$ cat src/rtl/raster_lane_gen.sv
// Multi-lane raster coordinate generator: emits LANES adjacent pixel x coordinates
// per beat in raster order over an H_ACTIVE x V_ACTIVE frame, with valid/ready flow control.
module raster_lane_gen #(
  parameter int LANES    = 4,
  parameter int COORD_W  = 10,
  parameter int H_ACTIVE = 640,
  parameter int V_ACTIVE = 480
) (
  input  logic                     aclk,
  input  logic                     aresetn,
  input  logic                     start,
  input  logic                     continuous,
  input  logic                     abort,
  output logic                     out_valid,
  input  logic                     out_ready,
  output logic [LANES*COORD_W-1:0] x_out,
  output logic [COORD_W-1:0]       y_out,
  output logic                     sof,
  output logic                     eol,
  output logic                     busy,
  output logic                     frame_done
);

  if (H_ACTIVE % LANES != 0) begin : g_bad_lanes
    $error("raster_lane_gen: LANES must divide H_ACTIVE");
  end
  if ((longint'(H_ACTIVE) > (longint'(1) << COORD_W)) ||
      (longint'(V_ACTIVE) > (longint'(1) << COORD_W))) begin : g_bad_coord_w
    $error("raster_lane_gen: H_ACTIVE/V_ACTIVE exceed 2**COORD_W");
  end

  localparam logic [COORD_W-1:0] X_LAST = COORD_W'(H_ACTIVE - LANES);
  localparam logic [COORD_W-1:0] Y_LAST = COORD_W'(V_ACTIVE - 1);
  localparam logic [COORD_W-1:0] X_STEP = COORD_W'(LANES);

  typedef enum logic {
    IDLE = 1'b0,
    RUN  = 1'b1
  } state_t;

  state_t             state_q, state_d;
  logic [COORD_W-1:0] x_base_q, x_base_d;
  logic [COORD_W-1:0] y_q, y_d;
  logic               frame_done_q, frame_done_d;

  logic xfer;
  logic at_x_last;
  logic at_y_last;

  assign xfer      = (state_q == RUN) && out_ready;
  assign at_x_last = (x_base_q == X_LAST);
  assign at_y_last = (y_q == Y_LAST);

  // NOTE: every variable driven here gets a default first, so no path can infer a latch.
  always_comb begin
    state_d      = state_q;
    x_base_d     = x_base_q;
    y_d          = y_q;
    frame_done_d = 1'b0;

    if (abort) begin
      // Abort wins over start and over a transfer; the beat in flight is dropped.
      state_d  = IDLE;
      x_base_d = '0;
      y_d      = '0;
    end else begin
      unique case (state_q)
        IDLE: begin
          if (start) state_d = RUN;
        end
        RUN: begin
          if (xfer) begin
            if (!at_x_last) begin
              x_base_d = x_base_q + X_STEP;
            end else if (!at_y_last) begin
              x_base_d = '0;
              y_d      = y_q + COORD_W'(1);
            end else begin
              frame_done_d = 1'b1;
              x_base_d     = '0;
              y_d          = '0;
              if (!continuous) state_d = IDLE;
            end
          end
        end
        default: state_d = IDLE;
      endcase
    end
  end

  // NOTE: sequential state uses non-blocking assignments so all registers update together.
  always_ff @(posedge aclk or negedge aresetn) begin
    if (!aresetn) begin
      state_q      <= IDLE;
      x_base_q     <= '0;
      y_q          <= '0;
      frame_done_q <= 1'b0;
    end else begin
      state_q      <= state_d;
      x_base_q     <= x_base_d;
      y_q          <= y_d;
      frame_done_q <= frame_done_d;
    end
  end

  for (genvar i = 0; i < LANES; i++) begin : g_lane
    assign x_out[i*COORD_W +: COORD_W] = x_base_q + COORD_W'(i);
  end

  assign y_out      = y_q;
  assign out_valid  = (state_q == RUN);
  assign busy       = (state_q == RUN);
  assign sof        = (x_base_q == '0) && (y_q == '0);
  assign eol        = at_x_last;
  assign frame_done = frame_done_q;

endmodule

$ cat config.mk
export PLATFORM = sky130hd
export DESIGN_NAME = raster_lane_gen
export DESIGN_NICKNAME = d
export VERILOG_FILES = /design/src/rtl/raster_lane_gen.sv
export SDC_FILE = /design/constraint.sdc
export NUM_CORES = 1
export LEC_CHECK = 0
export BUFFER_PORTS_ARGS = -buffer_cell sky130_fd_sc_hd__buf_2
export CELL_PAD_IN_SITES_DETAIL_PLACEMENT = 0
export CELL_PAD_IN_SITES_GLOBAL_PLACEMENT = 1
export CORE_UTILIZATION = 36
export DETAILED_ROUTE_END_ITERATION = 8
export GPL_ROUTABILITY_DRIVEN = 0
export PLACE_DENSITY_LB_ADDON = 0.1
export RECOVER_POWER = 25
export SETUP_SLACK_MARGIN = 0.05
export SLEW_MARGIN = 10
export SYNTH_ARGS = -nofsm -noshare
export SYNTH_HDL_FRONTEND = slang
export SYNTH_SLANG_ARGS = --single-unit
export TNS_END_PERCENT = 100
$ cat constraint.sdc
create_clock -name aclk -period 5.1 [get_ports aclk]
set_input_delay 1.275 -clock aclk [delete_from_list [all_inputs] [get_ports aclk]]
set_output_delay 1.275 -clock aclk [all_outputs]
set_load 0.005 [all_outputs]
After elaboration in Yosys (flattened, before gate mapping) --
Index checks and enable logic that the tools add are counted.
Word-level totals: output and inout port bits 55, bits of input ports 6, register bits after elaboration 22, logic and storage cells 42
Operators by class: reductions and logical operators 9, equal/unequal tests 2, mux-type cells 21, bitwise logic cells 1, add/subtract/negate cells 5
Operators with widths (number):
- $mux 10 | 9
- $add 10x1->10 const B | 2
- $add 10x2->10 const B | 2
- $logic_not 10->1 | 2
- $mux 1 | 11
- $add 10x3->10 const B | 1
- $eq 10x10->1 const B | 1
- $eq 10x9->1 const B | 1
- $reduce_bool 2->1 | 3
- $reduce_and 3->1 | 1
- $logic_and 1x1->1 | 2
- $pmux 1 s2 | 1
- $reduce_and 2->1 | 1
- $not 1->1 | 1

Depth between registers and ports, before layout --
Gate-level depths: netlist of run 1.
word-level depth 6, gate-level depth with buffers 6, mapped depth without buffers 5

Worst setup path after synthesis of run 1 --
OpenSTA, ideal clock, no wires.
path kind register to output, start point register x_base_q[2], end point output port eol, path slack 2.707 ns, arrival 1.118 ns, stages on the path, launching flop included 5, data required time 3.825 ns, buffers on the path 1, cell sequence dfrtp_1 -> ha_1 -> and3_1 -> buf_6 -> and2_2
On the way: longest elaborated chain between the ends 1
Ends and longest elaborated chain:
- start, declared | RTL line 42 | logic [COORD_W-1:0] x_base_q, x_base_d;
- start signal, assigned | RTL line 100 | x_base_q <= x_base_d;
- $eq 10x10->1 | RTL line 51 | assign at_x_last = (x_base_q == X_LAST);
- end, declared | RTL line 19 | output logic eol,
Every way passes these cells.

Worst setup path after layout of run 1 --
Same ends and word-level chain as after synthesis.

==> flow_metrics.env, run 1 <==
export IMPL_critPathLaunchType="register"
export IMPL_drt_initial_drc_count=42
export IMPL_slowest_stage="dfrtp_1"
export IMPL_cts_sinks=20
export IMPL_syn_area_per_cell_sq_um=8.77
export IMPL_fillerInstances=398
export IMPL_r2r_cells=5
export IMPL_crit_end="eol"
export IMPL_holdBufCountCts=0
export IMPL_die_x_um=64.6
export IMPL_cts_path_max_buffers=2
export IMPL_finalSetupViolCount=0
export IMPL_fin_crit_sh_pct=56.0
export IMPL_rsz0062_at_grt="no"
export IMPL_synthFlopType="dfrtp_1"
export IMPL_vias_per_cell=4.91
export IMPL_r2r_end="x_base_q[8]"
export IMPL_maxCapViolations=0
export IMPL_ys_ff_latch=20
export IMPL_synthArstFlopShare_pct=100
export IMPL_ctsHtreeMaxLevel=1
export IMPL_synth_edf_count=0
export IMPL_grt_overflow=0
export IMPL_fp_coreArea_sq_um=3720
export IMPL_initial_core_util_pct=38.0
export IMPL_hold_path_class="reg2reg"
export IMPL_area_growth_pct=9.65
export IMPL_reg2reg_from="x_base_q[2]"
export IMPL_n_antenna_cell=0
export IMPL_grt_max_degree=21
export IMPL_ant_nets=0
export IMPL_grt_antenna_before_repair=0
export IMPL_status="completed"
export IMPL_post_cts_buffers=0
export IMPL_hold_violations=0
export IMPL_final_setup_tns_ns=0
export IMPL_grt_pass1_wl_um=5180
export IMPL_crit_start="x_base_q[2]"
export IMPL_critPathTopFamily="simple AND/OR/NAND/NOR gates"
export IMPL_io_buffers=52
export IMPL_ys_warn_count=0
export IMPL_cts_tree="yes"
export IMPL_drive_gt1_share_pct=32.8
export IMPL_cp_arrival_ns=1.58
export IMPL_finalClockSkew_ns=0.00322
export IMPL_synth_seq_area_share_pct=35.4
export IMPL_crit_type="reg2out"
export IMPL_path_buf_inv=1
export IMPL_cp_data_required_time_ns=3.83
export IMPL_cp_end_kind="output pin"
export IMPL_boundaryPins=61
export IMPL_period_minus_slack_ns=2.86
export IMPL_max_slew_worst_pin_slew_ns=1.13
export IMPL_cellLeakagePower_nw=0.815
export IMPL_slew_viol_final=0
export IMPL_total_power_w=0.000327
export IMPL_drt_total_wl_um=3260
export IMPL_num_rows=22
export IMPL_fin_nets=199
export IMPL_cts_buffers=3
export IMPL_setup_slack_ns=2.24
export IMPL_clock_latency_ns=0.26
export IMPL_pwr_density_cell_nw_per_um2=211
export IMPL_dieArea_sq_um=4180
export IMPL_rrSetupSlack_ns=3.11
export IMPL_place_ws_ns=2.53
export IMPL_wl_per_cell_um=13.9
export IMPL_cp_cell_sequence="ha_1 -> and3_1 -> and2_2 -> buf_2"
export IMPL_ir_worst_vdd_mv=0.0813
export IMPL_synth_area_sq_um=1410
export IMPL_netlist_instances=161
export IMPL_grt_pass1_vias=995
export IMPL_clock_tree_root_cell="clkbuf_8"
export IMPL_drc=0
export IMPL_ctsResizeCount=0
export IMPL_dp_hpwl_um=2420
export IMPL_dr_pass1_iters=4
export IMPL_ys_types=40
export IMPL_slew_headroom_pct=24.6
export IMPL_cp_depth=4
export IMPL_grtUsageTotal_pct=16.4
export IMPL_max_freq_mhz=350
export IMPL_critPathMaxFanout=8
export IMPL_num_vias=1150
export IMPL_die_y_um=64.6
export IMPL_crit_path_max_incr_delay_ns=0.47
export IMPL_clk_pin_slew_ns=0.08
tightest hold or removal path, cell delays in order, from the launching register on:
cell and delay (ns):
dfrtp_1 0.42, o31ai_1 0.09, a21oi_1 0.06
registers in the layout (all words and copies together) (netlist names):
| name | count |
|---|---|
| frame_done | 1 |
| busy | 1 |
| x_base_q | 8 |
| y_out | 10 |
cell usage after synthesis, types with 4 or more instances:
cell       n  area [sq um]
nand3_1    6          30.0
dfrtp_1   20           500
inv_1      5          18.8
a21oi_1    7          35.0
ha_1       6          75.1
o21ai_0    6          30.0
nor2_1    16          60.1
nand4_1    6          37.5
clkbuf_1   9          33.8
or3_1      4          25.0
nand2_1    9          33.8
xor2_1     4          35.0
buf_4     21           158
nor3_1     4          20.0
metal layers:
layer  wire length (um)  GRT usage [%]
met3                144           2.11
met5                  0              0
met4                 27           5.00
met1               1640           23.7
met2               1450           25.3
layout make-up:
class / instances / area, sq um / area share, %
flip-flops and latches: 20 / 500 / 32.3
clock buffers: 4 / 55.1 / 3.55
inverters: 5 / 18.8 / 1.21
well taps: 48 / 60.1 / 3.88
repair buffers: 52 / 259 / 16.7
multi-input cells: 105 / 656 / 42.3
cell usage in the layout (no fill, tap or decap), drive strengths merged, types with 6 or more instances in the layout:
master	Yosys	routed
conb	2	8
buf	25	51
nand2	9	9
nand4	6	6
a21oi	8	8
dfrtp	20	20
ha	6	6
nor2	16	16
nand3	6	6
o21ai	6	6
through the flow:
stage / std cells / area, sq um / hold WS, ns / util [%]
2_1_floorplan: 167 / 1440 / 0.542 / -
3_3_place_gp: 230 / 1500 / 0.572 / 40.3
3_5_place_dp: 230 / 1500 / 0.587 / 40.3
4_1_cts: 234 / 1550 / 0.598 / 41.8
5_1_grt: 234 / 1550 / 0.639 / 41.7
6_report: 234 / 1550 / 0.605 / 41.7
cells by family (layout without fill, tap and decap cells):
group,after synthesis,count (layout),share of synthesized area [%]
buffers and inverters,42,61,19.7
other,2,8,0.532
adder cells (fa/ha/maj),6,6,5.31
flip-flops,20,20,35.4
XOR/XNOR,7,7,4.34
AND/OR/NAND/NOR,60,60,22.6
multiplexers,1,1,0.797
AO/OA/AOI/OAI,23,23,11.3
how the worst min path moves through the flow:
stage | start | slack, ns | depth (start not counted) | to
2_1_floorplan | x_base_q[8] | 0.54 | 1 | x_base_q[8]
3_3_place_gp | y_out[9] | 0.57 | 2 | y_out[9]
3_5_place_dp | y_out[9] | 0.59 | 2 | y_out[9]
4_1_cts | y_out[9] | 0.60 | 2 | y_out[9]
5_1_grt | y_out[5] | 0.64 | 2 | y_out[5]
6_report | y_out[9] | 0.60 | 2 | y_out[9]
where the power goes:
part	leakage, nW	switching, W	internal [W]
Clock	0.0288	0.0000554	0.0000687
Sequential	0.275	0.00000517	0.000162
Combinational	0.511	0.0000226	0.0000137
Total	0.815	0.0000831	0.000244
No activity file was read; power rests on OpenSTA's default activity.
==> run 2: changes to the inputs <==
--- a/config.mk
+++ b/config.mk
@@ -8,7 +8,7 @@
 export BUFFER_PORTS_ARGS = -buffer_cell sky130_fd_sc_hd__buf_2
 export CELL_PAD_IN_SITES_DETAIL_PLACEMENT = 0
 export CELL_PAD_IN_SITES_GLOBAL_PLACEMENT = 1
-export CORE_UTILIZATION = 36
+export CORE_UTILIZATION = 34
 export DETAILED_ROUTE_END_ITERATION = 8
 export GPL_ROUTABILITY_DRIVEN = 0
 export PLACE_DENSITY_LB_ADDON = 0.1
==> constraint.sdc (replaced) <==
create_clock -name aclk -period 2.9 [get_ports aclk]
set_input_delay 0.725 -clock aclk [delete_from_list [all_inputs] [get_ports aclk]]
set_output_delay 0.725 -clock aclk [all_outputs]
set_load 0.005 [all_outputs]
==> run 2 against run 1 <==
Core utilization decreased by 3.2 points. Worst hold slack got worse by 0.033 ns. Clock power grew 47%. Clock-buffer cell count shrank 1. Critical endpoint unchanged. Highest routed layer unchanged.
==> flow_metrics.env, run 2 (synthesized netlist as in run 1, its figures left out) <==
export IMPL_status="completed"
export IMPL_fillerInstances=428
export IMPL_setup_slack_ns=0.624
export IMPL_seqPwrFrac_pct=54.1
export IMPL_drt_initial_drc_count=70
export IMPL_slew_headroom_pct=24.6
export IMPL_ctsResizeCount=0
export IMPL_grt_use_met2_pct=27.4
export IMPL_post_route_util_pct=38.5
export IMPL_maxCapViolations=0
export IMPL_gr_max_usage_layer="met2"
export IMPL_ctsHtreeMaxLevel=1
export IMPL_grt_max_degree=21
export IMPL_total_power_w=0.000541
export IMPL_rsz0062_at_grt="no"
export IMPL_ir_worst_vdd_mv=0.176
export IMPL_cp_cell_sequence="ha_1 -> and3_1 -> and2_2 -> buf_2"
export IMPL_die_y_um=66.5
export IMPL_drc=0
export IMPL_final_common_cell="buf_2"
export IMPL_boundaryPins=61
export IMPL_holdWs_ns=0.572
export IMPL_met3_usage_pct=2.91
export IMPL_grtUsageTotal_pct=16.0
export IMPL_power_internal_w=0.000402
export IMPL_p_switching_w=0.000139
export IMPL_max_slew_worst_pin_slew_ns=1.13
export IMPL_cp_arrival_ns=1.55
export IMPL_grt_overflow=0
export IMPL_post_cts_buffers=0
export IMPL_hold_path_class="reg2reg"
export IMPL_place_ws_ns=0.825
export IMPL_cellLeakagePower_nw=0.810
export IMPL_vias_per_cell=4.95
export IMPL_num_rows=23
export IMPL_clkPwrFrac_pct=33.7
export IMPL_cp_end_kind="output pin"
export IMPL_initial_core_util_pct=35.3
export IMPL_slowest_stage="dfrtp_1"
export IMPL_area_growth_pct=8.95
export IMPL_grt_pass1_wl_um=5330
export IMPL_dieArea_sq_um=4420
export IMPL_drt_total_wl_um=3290
export IMPL_fin_crit_sh_pct=78.5
export IMPL_clock_tree_root_cell="clkbuf_8"
export IMPL_ant_nets=0
export IMPL_cts_buffers=3
export IMPL_holdBufCountCts=0
export IMPL_hold_violations=0
export IMPL_dr_pass1_iters=4
export IMPL_dp_hpwl_um=2410
export IMPL_io_buffers=52
export IMPL_num_vias=1163
export IMPL_drive_gt1_share_pct=33.0
export IMPL_max_freq_mhz=439
export IMPL_swShare_pct=25.6
export IMPL_crit_type="reg2out"
export IMPL_power_frac_comb_pct=12.2
export IMPL_critPathMaxFanout=8
export IMPL_clock_latency_ns=0.25
export IMPL_mostFrequentLayoutCells="buf_2 (51), dfrtp_1 (20), nor2_1 (16)"
export IMPL_period_minus_slack_ns=2.28
export IMPL_crit_path_max_incr_delay_ns=0.45
export IMPL_cts_tree="yes"
export IMPL_pwr_density_cell_nw_per_um2=351
export IMPL_cts_sinks=20
export IMPL_fp_coreArea_sq_um=4000
export IMPL_final_setup_tns_ns=0
export IMPL_clk_pin_slew_ns=0.08
export IMPL_grt_pass1_vias=1064
export IMPL_cp_data_required_time_ns=2.17
export IMPL_slew_viol_final=0
export IMPL_grt_antenna_before_repair=0
export IMPL_fin_nets=199
export IMPL_finalSetupViolCount=0
export IMPL_n_antenna_cell=0
export IMPL_largest_reg_flops=10
export IMPL_wl_per_cell_um=14.0
export IMPL_critPathLaunchType="register"
export IMPL_die_x_um=66.5
export IMPL_finalClockSkew_ns=0.00783
export IMPL_met1_usage_pct=21.0
export IMPL_cts_path_max_buffers=2
==> run 2: layout make-up <==
cell class              count  area, sq um  share of cell area, %
clock buffers               3         41.3                   2.68
inverters                   5         18.8                   1.22
multi-input cells         105          657                   42.7
flip-flops and latches     20          500                   32.5
well taps                  50         62.6                   4.07
repair buffers             52          259                   16.8
==> run 2: metrics by stage <==
| step | std cells | instance area, sq um |
|---|---|---|
| after floorplan | 167 | 1440 |
| after global routing | 235 | 1540 |
| after detailed placement | 232 | 1500 |
| after CTS | 235 | 1540 |
| final | 235 | 1540 |
| after global placement | 232 | 1500 |
==> run 2: critical path: cells and delay by family, from the launching register on <==
family / cells / cell delay, ns
flip-flops: 1 / 0.45
AND/OR/NAND/NOR: 2 / 0.50
adder cells (fa/ha/maj): 1 / 0.23
buffers and inverters: 1 / 0.12
==> run 2: path summary, 6_finish.rpt <==
kind,start,end,slack [ns],cells after the start
worst min register to register,y_out[9],y_out[9],0.57,2
worst max register to register,x_base_q[3],y_out[5],0.97,5
min in group asynchronous,aresetn,y_out[1],0.66,1
max in group asynchronous,aresetn,x_base_q[8],1.55,1
worst min-delay path,y_out[9],y_out[9],0.57,2
worst max-delay path,x_base_q[2],eol,0.62,4
==> run 2: layer usage <==
metal  up-vias  wire (um)
li1        561          -
met1       564       1560
met2        36       1570
met3         2        134
met4         0         21
met5         -          0
==> run 2: power by group through the flow <==
| stage | registers [W] | logic, W | clock network, W |
|---|---|---|---|
| 3_3_place_gp | 0.000298 | 0.0000664 | 0 |
| 6_report | 0.000293 | 0.0000660 | 0.000182 |
| 2_1_floorplan | 0.000298 | 0.0000472 | 0 |
| 5_1_grt | 0.000294 | 0.0000767 | 0.000203 |
| 3_5_place_dp | 0.000298 | 0.0000669 | 0 |
| 4_1_cts | 0.000293 | 0.0000681 | 0.000191 |
==> run 3: changes to the inputs <==
--- a/config.mk
+++ b/config.mk
@@ -5,10 +5,11 @@
 export SDC_FILE = /design/constraint.sdc
 export NUM_CORES = 1
 export LEC_CHECK = 0
+export ABC_AREA = 1
 export BUFFER_PORTS_ARGS = -buffer_cell sky130_fd_sc_hd__buf_2
 export CELL_PAD_IN_SITES_DETAIL_PLACEMENT = 0
 export CELL_PAD_IN_SITES_GLOBAL_PLACEMENT = 1
-export CORE_UTILIZATION = 34
+export CORE_UTILIZATION = 30
 export DETAILED_ROUTE_END_ITERATION = 8
 export GPL_ROUTABILITY_DRIVEN = 0
 export PLACE_DENSITY_LB_ADDON = 0.1
==> constraint.sdc (replaced) <==
create_clock -name aclk -period 1.9 [get_ports aclk]
set_input_delay 0.475 -clock aclk [delete_from_list [all_inputs] [get_ports aclk]]
set_output_delay 0.475 -clock aclk [all_outputs]
set_load 0.005 [all_outputs]
==> run 3 against run 2 <==
Flip-flop and latch count is the same. Area after synthesis increased by 5.5%. Final area is 18% higher. Critical path depth rose by 1. Die area rose by 19%. Critical path type unchanged.
==> flow_metrics.env, run 3 <==
export IMPL_critPathMaxFanout=3
export IMPL_clk_pin_slew_ns=0.07
export IMPL_hold_path_class="in2reg"
export IMPL_slowest_stage="dfrtp_1"
export IMPL_grt_max_degree=21
export IMPL_r2r_end="x_base_q[7]"
export IMPL_whs_endpoint="frame_done"
export IMPL_crit_type="reg2out"
export IMPL_yosysMostFrequentCell="nand2_1"
export IMPL_synthFlopType="dfrtp_1"
export IMPL_max_freq_mhz=531
export IMPL_ys_ff_latch=20
export IMPL_synthArstFlopShare_pct=100
export IMPL_holdPathStages=2
export IMPL_ant_nets=0
export IMPL_drive_gt1_share_pct=36.4
export IMPL_final_common_cell="nand2_1"
export IMPL_fillerInstances=542
export IMPL_place_ws_ns=0.228
export IMPL_cp_cell_sequence="inv_2 -> ha_4 -> nand3_2 -> nor4_2 -> buf_2"
export IMPL_r2r_cells=11
export IMPL_finalClockSkew_ns=0.00363
export IMPL_cts_tree="yes"
export IMPL_cp_data_required_time_ns=1.42
export IMPL_ys_warn_count=0
export IMPL_dp_hpwl_um=2560
export IMPL_wl_per_cell_um=10.8
export IMPL_finalSetupViolCount=0
export IMPL_synth_seq_area_share_pct=33.6
export IMPL_grt_pass1_vias=1184
export IMPL_cellLeakagePower_nw=1.04
export IMPL_status="completed"
export IMPL_dr_pass1_iters=4
export IMPL_maxCapViolations=0
export IMPL_pwr_density_cell_nw_per_um2=436
export IMPL_fin_crit_sh_pct=99.2
export IMPL_drt_total_wl_um=3430
export IMPL_yosysTopAreaCellShare_pct=33.6
export IMPL_netlist_top_cells_area="dfrtp_1 (34%), nand2_1 (15%), buf_4 (11%)"
export IMPL_p_switching_w=0.000188
export IMPL_grt_pass1_wl_um=5470
export IMPL_cts_buffers=3
export IMPL_mostFrequentLayoutCells="nand2_1 (56), buf_2 (51), nor2_1 (23)"
export IMPL_ir_worst_vdd_mv=0.191
export IMPL_swShare_pct=23.8
export IMPL_slew_headroom_pct=21.6
export IMPL_synth_area_sq_um=1490
export IMPL_ys_types=28
export IMPL_critPathLaunchType="register"
export IMPL_period_minus_slack_ns=1.88
export IMPL_fp_coreArea_sq_um=4750
export IMPL_ys_top_cells_by_count="nand2_1 (58), inv_1 (23), nor2_1 (23)"
export IMPL_die_y_um=72.5
export IMPL_reg2reg_from="x_base_q[3]"
export IMPL_rsz0062_at_grt="yes"
export IMPL_area_growth_pct=21.7
export IMPL_vias_per_cell=4.15
export IMPL_largest_reg_flops=10
export IMPL_seqPwrFrac_pct=54.6
export IMPL_rrSetupSlack_ns=0.23
export IMPL_crit_path_max_incr_delay_ns=0.40
export IMPL_grt_antenna_before_repair=0
export IMPL_syn_area_per_cell_sq_um=7.00
export IMPL_fin_nets=264
export IMPL_max_slew_worst_pin_slew_ns=1.18
export IMPL_power_internal_w=0.000602
export IMPL_ctsHtreeMaxLevel=1
export IMPL_n_antenna_cell=0
export IMPL_yosys_area_top_type="dfrtp_1"
export IMPL_min_delay_start="abort"
export IMPL_cts_path_max_buffers=2
export IMPL_synth_edf_count=0
export IMPL_die_x_um=72.5
export IMPL_holdWs_ns=0.403
export IMPL_cts_sinks=20
export IMPL_clock_latency_ns=0.25
export IMPL_netlist_instances=213
export IMPL_initial_core_util_pct=31.3
export IMPL_clkPwrFrac_pct=34.8
export IMPL_num_vias=1316
export IMPL_power_frac_comb_pct=10.6
export IMPL_clock_tree_root_cell="clkbuf_8"
export IMPL_dieArea_sq_um=5250
export IMPL_hold_violations=0
export IMPL_holdBufCountCts=0
export IMPL_num_rows=25
export IMPL_io_buffers=52
export IMPL_cp_arrival_ns=1.41
export IMPL_drc=0
export IMPL_boundaryPins=61
export IMPL_grtUsageTotal_pct=13.5
export IMPL_grt_overflow=0
export IMPL_cp_end_kind="output pin"
export IMPL_setup_slack_ns=0.0150
export IMPL_slew_viol_final=0
export IMPL_drt_initial_drc_count=45
-- run 3: cell count changes after synthesis, moves of 3 or more --
cell | before | now
a21oi_1 | 7 | 1
inv_1 | 5 | 23
nand2_1 | 9 | 58
nand3_1 | 6 | 14
nand4_1 | 6 | 3
nor2_1 | 16 | 23
o21ai_0 | 6 | 3
or3_1 | 4 | 0
xnor2_1 | 3 | 0
-- run 3: per-stage QoR --
step                std cells  utilization (%)  setup TNS [ns]  instance area, sq um  power [W]
global route              317             38.2         -0.0652                  1810   0.000847
global placement          307             35.1               0                  1670   0.000513
finish                    317             38.2               0                  1810   0.000791
detailed placement        307             35.1               0                  1670   0.000513
floorplan                 219                -               0                  1510   0.000498
CTS                       313             36.7               0                  1750   0.000803
-- run 3: area by class of cell --
class,count,area (sq um),share of cell area (%)
inverters,26,100,5.52
repair buffers,64,353,19.4
well taps,67,83.8,4.62
multi-input cells,137,731,40.3
clock buffers,3,41.3,2.28
flip-flops and latches,20,505,27.9
-- run 3: repair_timing --
item,CTS,global route
gates resized for setup,6,11
pin swaps,2,3
setup buffers,3,4
endpoints found under the setup margin,2,2
-- run 3: cell families (layout without fill, tap and decap cells) --
family	count (synthesis)	after routing	synth area share (%)
adder cells (fa/ha/maj)	6	6	5.04
other	2	8	0.504
AO/OA/AOI/OAI	7	7	2.94
XOR/XNOR	5	5	2.94
flip-flops	20	20	33.6
AND/OR/NAND/NOR	111	111	33.0
buffers and inverters	62	93	22.0
-- run 3: worst max-delay path by stage --
stage	from	endpoint	slack, ns	depth (start not counted)
2_1_floorplan	x_base_q[2]	sof	0.35	4
3_3_place_gp	y_out[0]	sof	0.22	5
3_5_place_dp	y_out[0]	sof	0.23	5
4_1_cts	y_out[0]	sof	0.04	5
5_1_grt	x_base_q[2]	sof	-0.07	5
6_report	x_base_q[2]	sof	0.02	5
-- run 3: worst max-delay path, delay by kind of cell, from the launching register on --
kind | cells | cell delay (ns)
and+or+nand+nor | 2 | 0.36
DFF | 1 | 0.40
adders and majority gates | 1 | 0.13
buffers and inverters | 2 | 0.26
-- run 3: per-layer routing --
layer  wire (um)  track usage, %
met5           0               0
met2        1760            23.3
met4          19            4.58
met3         120            2.08
met1        1530            17.3
-- run 3: power groups by stage --
stage | registers [W] | clock network, W | logic, W
after CTS | 0.000431 | 0.000297 | 0.0000746
after global placement | 0.000439 | 0 | 0.0000737
final | 0.000432 | 0.000275 | 0.0000837
after detailed placement | 0.000440 | 0 | 0.0000734
after floorplan | 0.000442 | 0 | 0.0000559
after global routing | 0.000432 | 0.000320 | 0.0000946
